### config.mk
export PLATFORM = sky130hd
export DESIGN_NAME = exu_alu_shared_dpath
export DESIGN_NICKNAME = d
export VERILOG_FILES = /design/src/rtl/exu_alu_shared_dpath_pkg.sv /design/src/rtl/exu_alu_req_arb.sv /design/src/rtl/exu_alu_shared_dpath.sv
export SDC_FILE = /design/constraint.sdc
export NUM_CORES = 1
export LEC_CHECK = 0
export BUFFER_PORTS_ARGS = -buffer_cell sky130_fd_sc_hd__buf_2
export CAP_MARGIN = 0
export CELL_PAD_IN_SITES_DETAIL_PLACEMENT = 2
export CELL_PAD_IN_SITES_GLOBAL_PLACEMENT = 2
export CORE_MARGIN = 2
export CORE_UTILIZATION = 30
export CTS_CLUSTER_SIZE = 25
export DETAILED_ROUTE_END_ITERATION = 12
export GPL_TIMING_DRIVEN = 0
export PLACE_DENSITY = 0.79
export SYNTH_ARGS = -nofsm -noshare
export SYNTH_HDL_FRONTEND = slang
export SYNTH_SLANG_ARGS = --single-unit
### constraint.sdc
create_clock -name clk -period 5 [get_ports clk]
set_input_delay 0.25 -clock clk [delete_from_list [all_inputs] [get_ports clk]]
set_output_delay 0.25 -clock clk [all_outputs]
set_load 0.01 [all_outputs]
### src/rtl/exu_alu_shared_dpath_pkg.sv
// Shared definitions for the EXU shared ALU datapath: widths, opcodes and FSM states.
package exu_alu_shared_dpath_pkg;

    localparam int XLEN     = 32;
    localparam int ALU_OP_W = 4;

    localparam logic [ALU_OP_W-1:0] OP_ADD   = 4'd0;
    localparam logic [ALU_OP_W-1:0] OP_SUB   = 4'd1;
    localparam logic [ALU_OP_W-1:0] OP_SLT   = 4'd2;
    localparam logic [ALU_OP_W-1:0] OP_SLTU  = 4'd3;
    localparam logic [ALU_OP_W-1:0] OP_XOR   = 4'd4;
    localparam logic [ALU_OP_W-1:0] OP_OR    = 4'd5;
    localparam logic [ALU_OP_W-1:0] OP_AND   = 4'd6;
    localparam logic [ALU_OP_W-1:0] OP_SLL   = 4'd7;
    localparam logic [ALU_OP_W-1:0] OP_SRL   = 4'd8;
    localparam logic [ALU_OP_W-1:0] OP_SRA   = 4'd9;
    localparam logic [ALU_OP_W-1:0] OP_MVOP2 = 4'd10;

    typedef enum logic [1:0] {
        ST_IDLE  = 2'd0,
        ST_SHIFT = 2'd1,
        ST_RESP  = 2'd2
    } alu_state_e;

    function automatic logic is_shift_op(input logic [ALU_OP_W-1:0] op);
        return (op == OP_SLL) || (op == OP_SRL) || (op == OP_SRA);
    endfunction

endpackage

### src/rtl/exu_alu_req_arb.sv
// Request arbiter: fixed priority (lowest index) or round-robin starting at ptr_i.
module exu_alu_req_arb #(
    parameter int NREQ   = 2,
    parameter int RR_ARB = 1,
    parameter int IDX_W  = (NREQ > 1) ? $clog2(NREQ) : 1
) (
    input  logic [NREQ-1:0]  valid_i,
    input  logic [IDX_W-1:0] ptr_i,
    output logic [NREQ-1:0]  grant_o,
    output logic [IDX_W-1:0] idx_o
);

    always_comb begin
        logic found;
        int   cand;
        grant_o = '0;
        idx_o   = '0;
        found   = 1'b0;
        cand    = 0;
        // Walk the channels in priority order; the first valid one wins.
        for (int off = 0; off < NREQ; off++) begin
            cand = (RR_ARB != 0) ? int'(ptr_i) + off : off;
            if (cand >= NREQ) cand = cand - NREQ;
            for (int i = 0; i < NREQ; i++) begin
                if (!found && (cand == i) && valid_i[i]) begin
                    found      = 1'b1;
                    grant_o[i] = 1'b1;
                    idx_o      = IDX_W'(i);
                end
            end
        end
    end

endmodule

### src/rtl/exu_alu_shared_dpath.sv
// Shared EXU ALU: arbitrates NREQ channels, computes in one cycle or shifts iteratively,
// and returns a registered result to the owning channel over a valid/ready handshake.
module exu_alu_shared_dpath #(
    parameter int XLEN       = exu_alu_shared_dpath_pkg::XLEN,
    parameter int NREQ       = 2,
    parameter int SHIFT_STEP = 1,
    parameter int RR_ARB     = 1
) (
    input  logic                                            clk,
    input  logic                                            rst_n,
    input  logic [NREQ-1:0]                                 req_valid,
    output logic [NREQ-1:0]                                 req_ready,
    input  logic [NREQ*exu_alu_shared_dpath_pkg::ALU_OP_W-1:0] req_op,
    input  logic [NREQ*XLEN-1:0]                            req_op1,
    input  logic [NREQ*XLEN-1:0]                            req_op2,
    output logic [NREQ-1:0]                                 rsp_valid,
    input  logic [NREQ-1:0]                                 rsp_ready,
    output logic [XLEN-1:0]                                 rsp_res,
    output logic                                            busy,
    output logic [1:0]                                      dbg_state
);
    import exu_alu_shared_dpath_pkg::*;

    localparam int SH_W  = $clog2(XLEN);
    localparam int IDX_W = (NREQ > 1) ? $clog2(NREQ) : 1;
    localparam logic [SH_W:0] STEP = (SH_W + 1)'(SHIFT_STEP);

    alu_state_e          state_q;
    logic [IDX_W-1:0]    owner_q;
    logic [IDX_W-1:0]    rr_ptr_q;
    logic [ALU_OP_W-1:0] op_q;
    logic [XLEN-1:0]     shreg_q;
    logic [SH_W-1:0]     cnt_q;
    logic [XLEN-1:0]     res_q;
    logic [NREQ-1:0]     rsp_valid_q;

    logic [NREQ-1:0]     grant;
    logic [IDX_W-1:0]    grant_idx;
    logic                accept;
    logic [ALU_OP_W-1:0] sel_op;
    logic [XLEN-1:0]     sel_op1;
    logic [XLEN-1:0]     sel_op2;
    logic [SH_W-1:0]     sel_amt;
    logic [XLEN-1:0]     alu_res_d;
    logic [SH_W:0]       step_amt;
    logic [XLEN-1:0]     shreg_d;
    logic [SH_W-1:0]     cnt_d;
    logic [IDX_W-1:0]    rr_ptr_d;
    logic [NREQ-1:0]     owner_oh;

    function automatic logic [XLEN-1:0] alu_calc(input logic [ALU_OP_W-1:0] op,
                                                 input logic [XLEN-1:0]     a,
                                                 input logic [XLEN-1:0]     b);
        logic [XLEN-1:0] r;
        r = '0;
        case (op)
            OP_ADD:   r = a + b;
            OP_SUB:   r = a + ~b + XLEN'(1);
            OP_SLT:   r[0] = $signed(a) < $signed(b);
            OP_SLTU:  r[0] = a < b;
            OP_XOR:   r = a ^ b;
            OP_OR:    r = a | b;
            OP_AND:   r = a & b;
            OP_MVOP2: r = b;
            default:  r = '0;
        endcase
        return r;
    endfunction

    exu_alu_req_arb #(
        .NREQ   (NREQ),
        .RR_ARB (RR_ARB),
        .IDX_W  (IDX_W)
    ) u_arb (
        .valid_i (req_valid),
        .ptr_i   (rr_ptr_q),
        .grant_o (grant),
        .idx_o   (grant_idx)
    );

    // Accepts only from IDLE; never during reset.
    assign req_ready = (rst_n && (state_q == ST_IDLE)) ? grant : '0;
    assign accept    = |req_ready;

    always_comb begin
        sel_op  = '0;
        sel_op1 = '0;
        sel_op2 = '0;
        for (int i = 0; i < NREQ; i++) begin
            if (grant_idx == IDX_W'(i)) begin
                sel_op  = req_op[i*ALU_OP_W +: ALU_OP_W];
                sel_op1 = req_op1[i*XLEN +: XLEN];
                sel_op2 = req_op2[i*XLEN +: XLEN];
            end
        end
    end

    assign sel_amt   = sel_op2[SH_W-1:0];
    assign alu_res_d = alu_calc(sel_op, sel_op1, sel_op2);
    assign rr_ptr_d  = (grant_idx == IDX_W'(NREQ - 1)) ? '0 : grant_idx + 1'b1;
    assign owner_oh  = NREQ'(1) << owner_q;

    // Final partial step covers counts that are not a multiple of SHIFT_STEP.
    assign step_amt = ({1'b0, cnt_q} >= STEP) ? STEP : {1'b0, cnt_q};
    assign cnt_d    = cnt_q - step_amt[SH_W-1:0];

    always_comb begin
        shreg_d = shreg_q;
        case (op_q)
            OP_SLL:  shreg_d = shreg_q << step_amt;
            OP_SRL:  shreg_d = shreg_q >> step_amt;
            default: shreg_d = $signed(shreg_q) >>> step_amt;
        endcase
    end

    always_ff @(posedge clk or negedge rst_n) begin
        if (!rst_n) begin
            state_q     <= ST_IDLE;
            owner_q     <= '0;
            rr_ptr_q    <= '0;
            op_q        <= '0;
            shreg_q     <= '0;
            cnt_q       <= '0;
            res_q       <= '0;
            rsp_valid_q <= '0;
        end else begin
            case (state_q)
                ST_IDLE: begin
                    if (accept) begin
                        owner_q <= grant_idx;
                        op_q    <= sel_op;
                        if (RR_ARB != 0) rr_ptr_q <= rr_ptr_d;
                        if (is_shift_op(sel_op)) begin
                            shreg_q <= sel_op1;
                            cnt_q   <= sel_amt;
                            if (sel_amt == '0) begin
                                res_q       <= sel_op1;
                                rsp_valid_q <= grant;
                                state_q     <= ST_RESP;
                            end else begin
                                state_q <= ST_SHIFT;
                            end
                        end else begin
                            res_q       <= alu_res_d;
                            rsp_valid_q <= grant;
                            state_q     <= ST_RESP;
                        end
                    end
                end
                ST_SHIFT: begin
                    shreg_q <= shreg_d;
                    cnt_q   <= cnt_d;
                    if (cnt_d == '0) begin
                        res_q       <= shreg_d;
                        rsp_valid_q <= owner_oh;
                        state_q     <= ST_RESP;
                    end
                end
                ST_RESP: begin
                    if (rsp_ready[owner_q]) begin
                        rsp_valid_q <= '0;
                        state_q     <= ST_IDLE;
                    end
                end
                default: state_q <= ST_IDLE;
            endcase
        end
    end

    assign rsp_valid = rsp_valid_q;
    assign rsp_res   = res_q;
    assign busy      = (state_q != ST_IDLE);
    assign dbg_state = state_q;

endmodule

Yosys cells after proc, flatten, opt, wreduce, memory -nomap -nowiden
Index checks and enable logic that the tools add are counted.
- register bits: 79
- output and inout port bits: 39
- word-level logic and storage cells: 122
- add/subtract/negate cells: 8
- order comparisons: 6
- equal/unequal tests: 21
- shifts and indexed selects: 4
- mux-type cells: 43
- bitwise operators: 4
- reduce and logical (&&, ||, !) cells: 28
- operators by type and width (kind ; number):
    2-to-1 mux 32 bit ; 10
    case mux 32 bit (2 select lines) ; 3
    case mux 31 bit (6 select lines) ; 1
    adder 32 bit ; 2
    == test 32 x 2 -> 1 bit, second input constant ; 2
    zero test 32 bit ; 2
    < comparator 32 bit ; 2
    adder 32 x 1 -> 32 bit, second input constant ; 1
    AND 32 bit ; 1
    >= comparator 32 x 3 -> 1 bit, second input constant ; 1
    NOT 32 bit ; 1
    bitwise OR 32 bit ; 1
    left shift 32 x 5 -> 32 bit ; 1
    right shift 32 x 5 -> 32 bit ; 1
    >>> shifter 32 x 5 -> 32 bit ; 1
    subtractor 32 x 3 -> 32 bit, second input constant ; 1
    XOR 32 bit ; 1
    == test 4 x 3 -> 1 bit, second input constant ; 5
    2-to-1 mux 2 bit ; 10
    == test 4 bit, second input constant ; 4
    2-to-1 mux 5 bit ; 3
    case mux 2 bit (3 select lines) ; 2
    2-to-1 mux 1 bit ; 11
    zero test 5 bit ; 2
    other kinds (30) ; 45

Logic depth before layout (Yosys ltp)
- word-level depth: 25
- depth in mapped cells: 22
- depth with buffers taken out: 17

Modules after synthesis
A second synthesis with hierarchy kept.
- cells, all modules: 1420
- area total of the unflattened synthesis: 10498.8 µm²
- by module, submodules not included (module ; instances ; cells an instance ; area an instance (µm²)):
    exu_alu_shared_dpath ; 1 ; 1416 ; 10468.8
    exu_alu_req_arb ; 1 ; 4 ; 30.0

Worst setup path after synthesis
Ideal clock, no wire load.
- path type: register to register
- start: register rr_ptr_q
- end: register res_q[31], in the netlist rsp_res[31]
- library setup time: 135 ps
- arrival: 4599 ps
- required time: 4865 ps
- setup slack: 266 ps
- cell stages (with the launch flop): 23
- path buffers: 5
- cells stage by stage: dfrtp_1 -> nand2b_1 -> buf_4 -> nand2_4 -> buf_6 -> clkbuf_1 -> clkbuf_1 -> nand2_1 -> nand2_1 -> inv_1 -> ha_1 -> buf_2 -> inv_1 -> or3_1 -> o2111a_1 -> o21a_1 -> o31ai_1 -> nor2b_1 -> a2111oi_4 -> a21oi_1 -> mux2_1 -> a2111oi_2 -> o22ai_1
- word-level cells in the longest chain between the ends: 25
- RTL lines (element ; line ; source):
    start, declared ; exu_alu_shared_dpath.sv:30 ; logic [IDX_W-1:0] rr_ptr_q;
    start signal, assigned ; exu_alu_shared_dpath.sv:132 ; if (RR_ARB != 0) rr_ptr_q <= rr_ptr_d;
    branches (longest 25 deep; another with subtractor 32 x 3 -> 32 bit) ; -- ;
    end signal, assigned ; exu_alu_shared_dpath.sv:137 ; res_q <= sel_op1;
    end signal, assigned ; exu_alu_shared_dpath.sv:144 ; res_q <= alu_res_d;
    end signal, assigned ; exu_alu_shared_dpath.sv:154 ; res_q <= shreg_d;
    end, declared ; exu_alu_shared_dpath.sv:34 ; logic [XLEN-1:0] res_q;
Parallel ways; which one is timed is not known. The select of a mux whose other input is x is not followed.
A chain may end at the register's enable or synchronous reset.

Worst setup path after layout
- start: register rr_ptr_q
- end: register res_q[0], in the netlist rsp_res[0]
- word-level cells in the longest chain between the ends: 25
- RTL lines (element):
    branches (longest 25 deep; another with subtractor 32 x 3 -> 32 bit)
Parallel ways; which one is timed is not known. The select of a mux whose other input is x is not followed.

==> reports/results.txt <==
first-pass GRT wire length - 91.0 mm
Setup Crit Path Kind - flip-flop to flip-flop
class of the worst hold path - input pin to asynchronous set/reset pin
CP top delay family - simple AND/OR/NAND/NOR gates
Die Area - 0.0373 mm2
Met2 Routed Length - 29.7 mm
Residual DRC - 0
status - completed
cts bufs inserted - 9
Routed WL - 64.3 mm
clock-pin transition on the worst setup and hold timing paths - 70 ps
Register-to-Register Path Depth - 21
final setup fails - 0
CTS tree - done
DR vias - 13300
ANT nets after route - 0
met1 WL - 27.1 mm
reg2reg start - rr_ptr_q$_DFFE_PN0P_
Mean Syn Cell Area - 7.14 um2
# port buffers - 177
global route overflow - 0
sequential fraction of the synthesis area - 18.4%
startpoint types - flip-flop
P&R area growth vs syn - 23.5%
Synth Cell Area - 0.0107 mm2
critical path peak fanout - 10
CP Capture Type - flip-flop
Peak Freq - 0.204 GHz
ys flop type - dfrtp_1
clk_skew - 10.5 ps
Cell Chain, Critical Path - nand2b_4 -> buf_6 -> nand2_8 -> buf_12 -> clkbuf_16 -> clkbuf_16 -> nand2_1 -> nand2_4 -> inv_1 -> ha_1 -> buf_4 -> or2_2 -> or3_1 -> nor3_1 -> a21oi_2 -> buf_4 -> o31ai_4 -> a31o_2 -> a31oi_1 -> o41ai_2 -> a21oi_1
Avg WL per Cell - 29.6 um
Rel. slew slack - 8.42%
post-synth cell types - 92
r2r endpoint - rsp_res[0]$_DFFE_PN0P_
Worst Max-Slew Pin Slew - 1370 ps
core area - 0.0354 mm2
RD Place Congestion - 0.939
htree depth - 3
Total GRT Usage - 33.8%
R2R setup slack - 100 ps
slowest stage cell, crit path - dfrtp_1
Die Ht - 193 um
nets - 1951
EDFF count, synth - 0
Max VDD drop - 0.000200 V
Die X - 193 um
synthesized flop and latch total - 79
Worst Path Arrival - 5130 ps
Buf+Inv Stages, Crit Path - 7
dpl hpwl - 48.9 mm
fin crit share - 97.9%
DR WL met3 - 3.95 mm
ys async rst share - 100%
largest net degree at the start of global routing - 65
layout cell share with drive strength beyond 1 - 19.8%
yosys warns - 0
worst-case hold slack - 303 ps
fin. max-slew vios - 0
Max Used Layer - met4
max cap viols - 0
final hold violation count - 0
clk root buf - clkbuf_16
Slowest Stage Delay on Critical Path - 410 ps
FP Rows - 69
min Tclk post-route - 4900 ps
IO Pins - 181
clk sinks - 79
syn nets - 1750
Starting Density - 30.3%
Pre-antenna DRT Iters - 5
Worst-Skew Late Latency - 370 ps
pwr/cell area - 492 mW/mm2
Max Root-Sink Buffers - 2
DR vias/cell - 6.13
Pleak - 5.91 nW
vias in the first global route - 13800
initial antenna violation count - 0
worst endpoint required time - 5240 ps
Iteration-0 DRC Markers - 970
Syn Inst Count - 1503
Final Total Pwr - 6.51 mW
==> cell usage after synthesis, types with 4 or more instances <==
cell | instances | area share, %
nand4_1 | 7 | 0.41
and3_1 | 9 | 0.52
mux2i_2 | 4 | 0.51
nor3b_1 | 5 | 0.35
mux2i_1 | 72 | 6.7
o211ai_1 | 40 | 2.8
nand3_1 | 48 | 2.2
or3_1 | 6 | 0.35
o221ai_1 | 12 | 0.98
inv_1 | 104 | 3.6
a2111oi_0 | 7 | 0.57
nor4_1 | 8 | 0.47
dfrtp_1 | 79 | 18
nor2_1 | 113 | 4.0
nor3_1 | 27 | 1.3
a21o_1 | 15 | 1.0
ha_1 | 105 | 12
buf_1 | 12 | 0.42
o21bai_1 | 14 | 0.98
o21a_1 | 12 | 0.84
o21ai_0 | 129 | 6.0
clkbuf_1 | 68 | 2.4
a21oi_1 | 149 | 7.0
xnor2_1 | 19 | 1.6
a31oi_1 | 17 | 0.99
nor2b_1 | 6 | 0.35
buf_2 | 15 | 0.70
o31ai_1 | 10 | 0.70
o41ai_1 | 5 | 0.41
a22oi_1 | 20 | 1.4
a221oi_1 | 13 | 1.1
nand2b_1 | 9 | 0.52
a211oi_1 | 9 | 0.63
o2111ai_1 | 4 | 0.33
or4_1 | 7 | 0.49
nand2_1 | 211 | 7.4
o22ai_1 | 20 | 1.2
o21ai_1 | 6 | 0.28
mux2_2 | 6 | 0.63
==> kinds of logic after synthesis <==
group,after synthesis,synth area share [%]
buffers and inverters,205,7.56
AOI/OAI and AO/OA,534,32.1
adders and majority gates,106,12.4
muxes,83,7.97
and+or+nand+nor,476,19.9
DFF,79,18.4
xor gates and xnor gates,20,1.63
==> placed cells by master (no fill, tap or decap), drive strengths merged, types with 15 or more instances in the layout <==
cell      n
nand2   212
clkbuf   70
o22ai    20
nand3    48
mux2i    76
ha      105
a21o     15
inv     107
a21oi   150
a22oi    20
o211ai   40
buf     228
dfrtp    79
a31oi    18
nor2    116
nor3     28
o21ai   136
xnor2    19
==> through the flow <==
stage,worst slack (ps),instances,instance area [um2],utilization [%],setup TNS [ps]
floorplan,266,1503,10700,-,0
global placement,-2810,2141,12200,34.4,-53160
detailed placement,-2710,2142,12200,34.5,-51240
CTS,5.59,2163,13100,37.0,0
global route,-1.66,2169,13300,37.4,-1.66
finish,103,2170,13300,37.4,0
==> what timing repair did <==
item                                    CTS  global route
buffers inserted                         11             6
hold buffers                              1             0
resized for setup                       110            25
cloned                                    0             1
endpoints found under the setup margin   31            15
pin swaps                                 8             8
hold endpoints to repair                 17             0
==> cell type report <==
class	instances	area, um2
fillers	4219	22100
multi-input cells	1219	8340
flip-flops and latches	79	1980
repair buffers	197	1080
well taps	461	577
plain buffers	92	557
inverters	106	398
clock buffers	10	239
clock inverters	5	81.3
diodes	1	2.50
==> metal layers <==
metal  up-vias  track usage, %
met1      6734            42.9
met2       597            55.9
met4         0            18.4
met3       135            4.18
met5         -               0
li1       5829               -
==> flip-flops by register name (all words and copies together) (netlist names) <==
| register | cells |
|---|---|
| shreg_q | 32 |
| op_q | 4 |
| dbg_state | 2 |
| cnt_q | 5 |
| rsp_valid | 2 |
| owner_q | 1 |
| rsp_res | 32 |
| rr_ptr_q | 1 |
==> where the power goes <==
part	switching, mW	total (mW)	internal (mW)
sequential	0.333	1.29	0.958
combinational	2.93	4.45	1.52
clock	0.321	0.771	0.450
==> worst max-delay path by stage <==
stage	from	cells after the start	slack, ps	endpoint
3_3_place_gp	rr_ptr_q$_DFFE_PN0P_	20	-2810	rsp_res[24]$_DFFE_PN0P_
2_1_floorplan	rr_ptr_q$_DFFE_PN0P_	22	270	rsp_res[31]$_DFFE_PN0P_
6_report	rr_ptr_q$_DFFE_PN0P_	21	100	rsp_res[0]$_DFFE_PN0P_
4_1_cts	rr_ptr_q$_DFFE_PN0P_	17	6	rsp_res[31]$_DFFE_PN0P_
3_5_place_dp	rr_ptr_q$_DFFE_PN0P_	22	-2710	rsp_res[24]$_DFFE_PN0P_
5_1_grt	rr_ptr_q$_DFFE_PN0P_	22	-2	rsp_res[31]$_DFFE_PN0P_
(Power assumes the default switching activity.)
